### src/rtl/sipo_collector_pkg.sv
// Shared definitions for the serial-to-parallel collector: output buffer
// state encodings and a width helper used by width-parametric blocks.
package sipo_collector_pkg;

  typedef enum logic {
    ST_EMPTY = 1'b0,
    ST_FULL  = 1'b1
  } buf_state_t;

  // Number of bits needed to represent values 0..value-1
  function automatic int clog2(input int value);
    int result;
    int v;
    result = 0;
    v = value - 1;
    while (v > 0) begin
      result = result + 1;
      v = v >> 1;
    end
    return result;
  endfunction

endpackage

### src/rtl/sipo_out_buf.sv
// One-entry valid/ready holding register for completed words, with a
// sticky overflow flag raised when a completed word has nowhere to go.
module sipo_out_buf
  import sipo_collector_pkg::*;
#(
  parameter int DATA_WIDTH = 4
) (
  input  logic                  clk,
  input  logic                  rst,
  input  logic                  complete,
  input  logic [DATA_WIDTH-1:0] word,
  input  logic                  ready,
  input  logic                  flush,
  output logic [DATA_WIDTH-1:0] q,
  output logic                  valid,
  output logic                  overflow
);

  buf_state_t            state;
  buf_state_t            state_next;
  logic [DATA_WIDTH-1:0] q_next;
  logic                  overflow_next;

  // Register the buffer state, held word and overflow flag
  always_ff @(posedge clk or negedge rst) begin
    if (!rst) begin
      state    <= ST_EMPTY;
      q        <= '0;
      overflow <= 1'b0;
    end else begin
      state    <= state_next;
      q        <= q_next;
      overflow <= overflow_next;
    end
  end

  // Decide what the buffer holds next; a drain and a completion in the same cycle just swap words
  always_comb begin
    state_next    = state;
    q_next        = q;
    overflow_next = overflow;
    case (state)
      ST_EMPTY: begin
        if (complete) begin
          state_next = ST_FULL;
          q_next     = word;
        end
      end
      ST_FULL: begin
        if (complete && ready) begin
          q_next = word;
        end else if (complete) begin
          overflow_next = 1'b1;
        end else if (ready) begin
          state_next = ST_EMPTY;
        end
      end
      default: state_next = ST_EMPTY;
    endcase
    if (flush) begin
      overflow_next = 1'b0;
    end
  end

  assign valid = (state == ST_FULL);

endmodule

### src/rtl/sipo_collector.sv
// Serial-to-parallel collector: shifts accepted serial bits into a word
// and hands each completed word to a one-entry valid/ready buffer.
module sipo_collector
  import sipo_collector_pkg::*;
#(
  parameter int DATA_WIDTH = 4,
  parameter int CLOCK_EDGE = 1,
  parameter int MSB_FIRST  = 0,
  localparam int CW = clog2(DATA_WIDTH + 1)
) (
  input  logic                  clk,
  input  logic                  rst,
  input  logic                  d_in,
  input  logic                  bit_valid_in,
  input  logic                  flush_in,
  output logic [DATA_WIDTH-1:0] q_out,
  output logic                  valid_out,
  input  logic                  ready_in,
  output logic [CW-1:0]         count_out,
  output logic                  overflow_out
);

  logic                  clk_int;
  logic [DATA_WIDTH-1:0] sr;
  logic [DATA_WIDTH-1:0] sr_next;
  logic [CW-1:0]         cnt;
  logic [CW-1:0]         cnt_next;
  logic                  accept;
  logic                  complete;

  // Falling-edge operation is obtained by inverting the clock once here
  assign clk_int = (CLOCK_EDGE != 0) ? clk : ~clk;

  // Flush wins over the incoming bit so the discarded bit never enters the word
  assign accept   = bit_valid_in && !flush_in;
  assign complete = accept && (cnt == CW'(DATA_WIDTH - 1));

  // Form the shifted word and the advanced bit count for an accepted bit
  always_comb begin
    sr_next  = sr;
    cnt_next = cnt;
    if (flush_in) begin
      cnt_next = '0;
    end else if (accept) begin
      if (MSB_FIRST != 0) begin
        sr_next = {sr[DATA_WIDTH-2:0], d_in};
      end else begin
        sr_next = {d_in, sr[DATA_WIDTH-1:1]};
      end
      cnt_next = complete ? '0 : cnt + CW'(1);
    end
  end

  // Hold the partial word and its bit count
  always_ff @(posedge clk_int or negedge rst) begin
    if (!rst) begin
      sr  <= '0;
      cnt <= '0;
    end else begin
      sr  <= sr_next;
      cnt <= cnt_next;
    end
  end

  assign count_out = cnt;

  sipo_out_buf #(
    .DATA_WIDTH(DATA_WIDTH)
  ) u_out_buf (
    .clk      (clk_int),
    .rst      (rst),
    .complete (complete),
    .word     (sr_next),
    .ready    (ready_in),
    .flush    (flush_in),
    .q        (q_out),
    .valid    (valid_out),
    .overflow (overflow_out)
  );

endmodule

### config.mk
export PLATFORM = sky130hd
export DESIGN_NAME = sipo_collector
export DESIGN_NICKNAME = d
export VERILOG_FILES = /design/src/rtl/sipo_collector_pkg.sv /design/src/rtl/sipo_out_buf.sv /design/src/rtl/sipo_collector.sv
export SDC_FILE = /design/constraint.sdc
export NUM_CORES = 1
export LEC_CHECK = 0
export CAP_MARGIN = 20
export CORE_MARGIN = 2
export CORE_UTILIZATION = 23
export CTS_CLUSTER_DIAMETER = 200
export DETAILED_ROUTE_END_ITERATION = 10
export SLEW_MARGIN = 20
export SYNTH_ARGS = -nofsm -noshare
export SYNTH_HDL_FRONTEND = slang
export SYNTH_SLANG_ARGS = --single-unit
### constraint.sdc
create_clock -name clk -period 1.3 [get_ports clk]
set_input_delay 0.39 -clock clk [delete_from_list [all_inputs] [get_ports clk]]
set_output_delay 0.39 -clock clk [all_outputs]
set_load 0.02 [all_outputs]
---- Yosys cells after proc, flatten, opt, wreduce, memory -nomap -nowiden ----
Cells that the tools add are included.
word-level totals
  register bits after elaboration ......... 13
  input bits .............................. 6
  output and inout port bits .............. 9
  word-level logic and storage cells ...... 37
operators by class
  add/sub/neg operators ................... 1
  equality and inequality tests ........... 4
  multiplexer cells ....................... 17
  bitwise gates (word level) .............. 1
  reductions and logical operators ........ 9
operators with widths
  cell                                                                   count
  4-bit two-way mux                                                      4
  3-bit two-way mux                                                      3
  1-bit two-way mux                                                      8
  4-bit one-hot mux with 2 select lines                                  1
  2-bit inequality test, second input constant                           3
  2-bit nonzero test                                                     3
  3-bit by 1-bit adder with 3-bit output, second input constant          1
  3-bit by 2-bit equality test with 1-bit output, second input constant  1
  1-bit logical AND                                                      3
  3-bit AND reduction                                                    1
  1-bit one-hot mux with 2 select lines                                  1
  2-bit AND reduction                                                    1
  1-bit zero test                                                        1
  1-bit NOT                                                              1

---- Longest topological paths before layout ----
Gate-level depths: netlist of run 1.
  depth in word-level cells ............... 7
  mapped depth ............................ 4
  gate-level depth less buffers ........... 4

---- Hierarchy ----
From an unflattened synthesis of run 1, not the netlist that was laid out.
second synthesis, totals
  cell total of the unflattened synthesis .. 39
  area total of the unflattened synthesis .. 574.3 µm²
modules (own cells, without submodules)
  module          instances  cells each  area each (µm²)  seq. area each (µm²)
  sipo_collector  1          23          317.8            175.2
  sipo_out_buf    1          16          256.5            150.1

---- Worst setup path after synthesis of run 1 ----
No wires, ideal clock.
  kind .................................... flip-flop to flip-flop
  start ................................... register cnt[0], in the netlist count_out[0]
  end ..................................... register u_out_buf.q[0]
  library setup time ...................... 0.125 ns
  arrival ................................. 1.375 ns
  required time ........................... 1.175 ns
  setup slack ............................. -0.200 ns
  stages on the path, launching flop included .. 5
  buffers on the path ..................... 0
  clock period less this slack ............ 1.500 ns
  cell sequence ........................... dfrtp_1 ha_1 nand2_1 nor4_4 mux2_2
on the way
  longest elaborated chain between the ends .. 5
  elaborated cells on any way between the ends .. 6
  those cells by class .................... eq/ne: 3; reduce/logical: 3
RTL lines
  what                                                RTL line              text
  from (decl)                                         sipo_collector.sv:26  logic [CW-1:0] cnt;
  from (signal assigned)                              sipo_collector.sv:61  cnt <= cnt_next;
  3-bit by 2-bit equality test with 1-bit output (*)  sipo_collector.sv:36  assign complete = accept && (cnt == CW'(DATA_WIDTH - 1));
  1-bit logical AND (*)                               sipo_collector.sv:36
  1-bit logical AND                                   sipo_out_buf.sv:50    if (complete && ready) begin
  2-bit inequality test (no source line)              --
  2-bit AND reduction (no source line) (*)            --
  to (signal assigned)                                sipo_out_buf.sv:32    q <= q_next;
  to (decl)                                           sipo_out_buf.sv:14    output logic [DATA_WIDTH-1:0] q,
Mark *: on every way between the ends. The rest lies on a longest branch, timed or not.
A chain may end at the register's enable or synchronous reset.

---- Final worst setup path of run 1 ----
  start ................................... register cnt[1], in the netlist count_out[1]
  end ..................................... register u_out_buf.q[3]
The elaborated chain is that of the path after synthesis.

==> flow_metrics.env, run 1 <==
export IMPL_synthArstFlopShare=1.00
export IMPL_synth_seq_cells=13
export IMPL_ant_nets=0
export IMPL_final_nets=77
export IMPL_grt_pass1_vias=451
export IMPL_yosys_area_share_simple=0.172
export IMPL_violations="setup timing"
export IMPL_crit_slowest_cell="dfrtp_2"
export IMPL_end_kind="register"
export IMPL_synth_top_family_by_area="multiplexers"
export IMPL_grt_pass1_wl_um=1880
export IMPL_setup_viol=4
export IMPL_vias_per_cell=4.18
export IMPL_syn_cell_area_um2=582
export IMPL_hold_path_class="in -> async"
export IMPL_antenna_found_initial=0
export IMPL_synthAdderAreaFrac=0.0215
export IMPL_critPathMaxStageDelay_ns=0.41
export IMPL_clock_latency_ns=0.28
export IMPL_synthCells=41
export IMPL_cts_root_buf="clkbuf_4"
export IMPL_r2r_slack_ns=-0.05
export IMPL_powerDensity_mw_per_mm2=1130
export IMPL_row_count=18
export IMPL_ys_warnings_count=0
export IMPL_hold_violations=0
export IMPL_critPathMaxFanout=4
export IMPL_maxSlewViolCount=0
export IMPL_fin_util=0.357
export IMPL_dp_hpwl_um=841
export IMPL_die_area_mm2=0.00295
export IMPL_area_delta_synth_final_pct=49.2
export IMPL_clk_pin_slew_ns=0.09
export IMPL_power_leakage_nw=0.429
export IMPL_rsz0062_at_grt="true"
export IMPL_fin_ws_ns=-0.0472
export IMPL_worstSetupPathType="reg -> reg"
export IMPL_start_kind="register"
export IMPL_cts_tree="built"
export IMPL_cts_buffer_depth=2
export IMPL_track_usage=0.0925
export IMPL_synth_ff_type="dfrtp_1"
export IMPL_start_util=0.239
export IMPL_grt_ovfl_total=0
export IMPL_power_internal_mw=0.711
export IMPL_fin_crit_sh=1.04
export IMPL_ys_seq_area_frac=0.559
export IMPL_critPathRequiredTime_ns=1.47
export IMPL_worstPathArrival_ns=1.51
export IMPL_routed_wl_um=1170
export IMPL_max_freq_ghz=0.742
export IMPL_die_w_um=54.3
export IMPL_via_count=414
export IMPL_cts_max_level=1
export IMPL_fin_crit_ns=1.35
export IMPL_n_fill_cell=264
export IMPL_finalPower_mw=0.983
export IMPL_peakVddDrop_mv=0.701
export IMPL_clock_skew_ns=0.00233
export IMPL_hold_buffers=0
export IMPL_comb_power_share=0.237
export IMPL_dr_pass1_iters=2
export IMPL_syn_avg_cell_area_um2=14.2
export IMPL_power_frac_seq=0.503
export IMPL_die_y_um=54.3
export IMPL_critical_path_top_delay_family="flip-flops"
export IMPL_syn_nets=48
export IMPL_p_sw_frac=0.276
export IMPL_clock_sinks=13
export IMPL_drc=0
export IMPL_ios=15
export IMPL_p_sw_mw=0.271
export IMPL_synthMuxAreaShare=0.181
export IMPL_relSlewSlack=0.867
export IMPL_ys_types=19
export IMPL_fin_tns_setup_ns=-0.179
export IMPL_synth_xor_area_frac=0
export IMPL_insertedDiodeCount=0
export IMPL_drt_iter0_markers=5
export IMPL_max_slew_worst_pin_slew_ns=0.199
export IMPL_core_area_mm2=0.00243
export IMPL_synth_compound_area_share=0.0473
export IMPL_p_clk_frac=0.260
export IMPL_status="finished, violations left"
export IMPL_crit_buf_inv=1
export IMPL_wl_per_cell_um=11.8
export IMPL_drive_gt1_frac=0.609
export IMPL_grt_max_degree=14
export IMPL_crit_chain="ha_4 > nand2_4 > nor4_4 > buf_4 > mux2_4"
export IMPL_numPortBuffers=14
export IMPL_gp_congestion=0.707
export IMPL_cts_buffers=3
export IMPL_maxCapViolCount=0
export IMPL_synth_edf_count=0
==> worst register-to-register path, cell delays in order (launching register included) <==
cell and delay, ns:
dfrtp_2 0.41, ha_4 0.16, nand2_4 0.05, nor4_4 0.12, buf_4 0.19, mux2_4 0.30
==> area by class of cell <==
type                            count  area (µm²)  area share
Tap cell                           30        37.5      0.0432
Sequential cell                    13         329       0.379
Multi-Input combinational cell     26         293       0.337
Clock buffer                        3        22.5      0.0259
Clock inverter                      1        5.00     0.00576
Timing Repair Buffer               25         178       0.205
Inverter                            1        3.75     0.00432
==> placed cells by master (no fill, tap or decap) <==
| master | count |
|---|---|
| buf_4 | 10 |
| dfrtp_1 | 10 |
| buf_2 | 9 |
| mux2_4 | 8 |
| nand2b_1 | 3 |
| clkbuf_4 | 3 |
| dfrtp_2 | 3 |
| dlygate4sd2_1 | 3 |
| nor2_1 | 2 |
| nor2b_4 | 2 |
| a21oi_1 | 2 |
| clkdlybuf4s50_1 | 2 |
| nand2b_4 | 1 |
| a31o_2 | 1 |
| inv_1 | 1 |
| nand2_4 | 1 |
| nor3b_1 | 1 |
| nand3b_1 | 1 |
| nand3_1 | 1 |
| nor4_4 | 1 |
| a41oi_1 | 1 |
| ha_4 | 1 |
| clkinv_2 | 1 |
| buf_6 | 1 |
==> layer usage <==
| metal | global-route usage | wire, µm | up-vias |
|---|---|---|---|
| met1 | 0.112 | 578 | 200 |
| met4 | 0.0250 | 0 | 0 |
| met3 | 0.0519 | 93 | 0 |
| met5 | 0 | 0 | - |
| li1 | - | - | 200 |
| met2 | 0.141 | 498 | 14 |
==> stage by stage <==
stage	instances	setup slack, ns	hold WS [ns]	area [µm²]
after global routing	99	-0.105	0.409	868
final	99	-0.0472	0.403	868
after CTS	98	-0.0754	0.401	853
after detailed placement	94	-0.578	0.481	866
after floorplan	41	-0.0876	0.0944	624
after global placement	94	-0.569	0.476	866
==> registers in the layout, indices dropped and copies added, names as in the netlist <==
signal              cells
sr                      4
u_out_buf.overflow      1
u_out_buf.valid         1
u_out_buf.q             4
count_out               3
==> cell families after synthesis <==
group,count (synthesis)
mux,8
buf+inv,2
compound gates,4
flops,13
fa+ha+maj,1
simple gates,13
==> repair_timing <==
item                                    in CTS  in global routing
resized for setup                           42                  2
setup buffers                                0                  1
pin swaps                                    1                  0
endpoints found under the setup margin      17                  7
==> path summary, 6_finish.rpt <==
| kind | cells past startpoint | start | endpoint |
|---|---|---|---|
| setup / recovery | 5 | count_out[1] | u_out_buf.q[3] |
| hold / removal | 2 | rst | u_out_buf.overflow |
| setup reg to reg | 5 | count_out[1] | u_out_buf.q[3] |
| hold reg to reg | 1 | sr[0] | sr[0] |
| max in group asynchronous | 2 | rst | count_out[0] |
| min in group clk | 1 | sr[0] | sr[0] |
==> cell usage after synthesis, types with 2 or more instances <==
cell type   n  area share
a21oi_1     2       0.017
dfrtp_1    13        0.56
mux2_2      4       0.077
mux2_4      4        0.10
nand2b_1    3       0.032
nor2_1      2       0.013
==> power by group through the flow <==
stage               combinational (mW)  clock (mW)  sequential [mW]
CTS                              0.229       0.269            0.495
finish                           0.233       0.256            0.494
floorplan                        0.110           0            0.530
detailed placement               0.248           0            0.504
global placement                 0.245           0            0.504
global route                     0.253       0.288            0.501
Power figures use the tool's default switching activity.
==> run 2, diff against run 1 <==
Settings changed: REMOVE_ABC_BUFFERS set to 1, SETUP_SLACK_MARGIN set to 0.02.
==> run 2 against run 1 <==
  * The run still ends with setup timing left
  * Power is 1.2% higher
  * Clock skew is 0.0066 ns higher
  * Utilization is 1.2 points higher
  * Final area is 3.3% higher
  * Worst hold slack better by 0.010 ns
  * Largest cell class unchanged
  * Highest routed layer unchanged
==> flow_metrics.env, run 2 (synthesis gave the netlist of run 1 again) <==
export IMPL_ios=15
export IMPL_hold_path_class="in -> async"
export IMPL_dp_cells=92
export IMPL_ant_nets=0
export IMPL_grt_busiest_layer="met2"
export IMPL_vias_per_cell=4.20
export IMPL_max_freq_ghz=0.735
export IMPL_clock_skew_ns=0.00895
export IMPL_hold_buffers=0
export IMPL_die_w_um=54.3
export IMPL_critPathMaxFanout=4
export IMPL_status="finished, violations left"
export IMPL_fin_crit_ns=1.36
export IMPL_insertedDiodeCount=0
export IMPL_routed_wl_um=1290
export IMPL_power_internal_mw=0.724
export IMPL_comb_power_share=0.247
export IMPL_powerDensity_mw_per_mm2=1110
export IMPL_fin_cells=103
export IMPL_fin_crit_sh=1.05
export IMPL_hold_violations=0
export IMPL_fin_util=0.369
export IMPL_clock_sinks=13
export IMPL_numPortBuffers=14
export IMPL_drive_gt1_frac=0.589
export IMPL_rsz0062_at_grt="true"
export IMPL_dp_hpwl_um=910
export IMPL_worstSetupPathType="reg -> reg"
export IMPL_grt_pass1_wl_um=2250
export IMPL_via_count=433
export IMPL_die_y_um=54.3
export IMPL_reg2reg_depth=5
export IMPL_track_usage=0.107
export IMPL_dr_pass1_iters=4
export IMPL_grt_pass1_vias=501
export IMPL_clk_pin_slew_ns=0.09
export IMPL_start_kind="register"
export IMPL_p_sw_frac=0.272
export IMPL_end_kind="register"
export IMPL_clock_latency_ns=0.28
export IMPL_start_util=0.239
export IMPL_grt_max_degree=14
export IMPL_drt_iter0_markers=5
export IMPL_antenna_found_initial=0
export IMPL_r2r_slack_ns=-0.06
export IMPL_most_common_layout_cells="14 x buf_4, 12 x dfrtp_1, 8 x mux2_4"
export IMPL_worstPathArrival_ns=1.52
export IMPL_critPathRequiredTime_ns=1.46
export IMPL_maxSlewViolCount=0
export IMPL_wl_per_cell_um=12.5
export IMPL_met2_usage=0.183
export IMPL_cts_buffers=3
export IMPL_max_slew_worst_pin_slew_ns=0.270
export IMPL_maxCapViolCount=0
export IMPL_drc=0
export IMPL_power_leakage_nw=0.445
export IMPL_use_met1=0.137
export IMPL_cts_tree="built"
export IMPL_whs_ns=0.413
export IMPL_area_delta_synth_final_pct=54.2
export IMPL_cts_root_buf="clkbuf_4"
export IMPL_gp_congestion=0.745
export IMPL_peakVddDrop_mv=0.803
export IMPL_layout_commonest_cell="buf_4"
export IMPL_grt_ovfl_total=0
export IMPL_p_clk_frac=0.254
export IMPL_core_area_mm2=0.00243
export IMPL_die_area_mm2=0.00295
export IMPL_final_nets=81
export IMPL_cts_max_level=1
export IMPL_rr_startpoint="count_out[0]"
export IMPL_power_frac_seq=0.499
export IMPL_cts_buffer_depth=2
export IMPL_fin_tns_setup_ns=-0.261
export IMPL_worstReg2RegEnd="u_out_buf.q[1]"
export IMPL_violations="setup timing"
export IMPL_use_met3=0.0410
export IMPL_setup_viol=6
export IMPL_fin_ws_ns=-0.0611
export IMPL_relSlewSlack=0.820
export IMPL_place_ws_ns=-0.588
export IMPL_row_count=18
export IMPL_p_sw_mw=0.271
[run 2: cell count changes in the layout (fill, tap and decap cells not counted), moves of 2 or more]
cell | before | now
buf_6 | 1 | 4
dfrtp_2 | 3 | 1
dfrtp_1 | 10 | 12
buf_2 | 9 | 6
buf_4 | 10 | 14
[run 2: worst max-delay path: stages, from the launching register on]
cell and delay, ns:
dfrtp_1 0.36, ha_2 0.19, nand2_2 0.07, nor4_4 0.15, buf_6 0.16, mux2_4 0.29
[run 2: worst max-delay path by stage]
stage                 startpoint        endpoint  slack [ns]  cells past startpoint
finish              count_out[0]  u_out_buf.q[1]       -0.06                      5
global route        count_out[0]  u_out_buf.q[1]       -0.13                      5
CTS                 count_out[0]  u_out_buf.q[3]       -0.20                      5
detailed placement      flush_in  u_out_buf.q[2]       -0.59                      4
global placement        flush_in  u_out_buf.q[1]       -0.57                      3
floorplan           count_out[0]  u_out_buf.q[0]       -0.20                      4
[run 2: metrics by stage]
stage	cell area, µm²	total power [mW]
finish	897	0.995
global route	897	1.06
CTS	868	1.01
global placement	812	0.733
floorplan	574	0.622
detailed placement	812	0.742
[run 2: layer usage]
metal / vias up / share of wire
li1: 210 / -
met1: 210 / 0.48
met2: 13 / 0.47
met3: 0 / 0.046
met4: 0 / 0
met5: - / 0
[run 2: repair_timing]
action / CTS / global route
resized for setup: 51 / 4
setup buffers: 5 / 3
endpoints found under the setup margin: 17 / 8
pin swaps: 2 / 1
[run 2: area by class of cell]
type	count	area [µm²]
Fill cell	260	1540
Sequential cell	13	327
Multi-Input combinational cell	26	273
Timing Repair Buffer	29	230
Tap cell	30	37.5
Clock buffer	4	26.3
Inverter	1	3.75
[run 2: power groups by stage]
stage                     logic (mW)  registers [mW]  clock network, mW
after detailed placement       0.238           0.504                  0
after global placement         0.232           0.501                  0
after CTS                      0.246           0.496              0.265
after global routing           0.267           0.503              0.290
after floorplan               0.0955           0.527                  0
final                          0.246           0.496              0.253
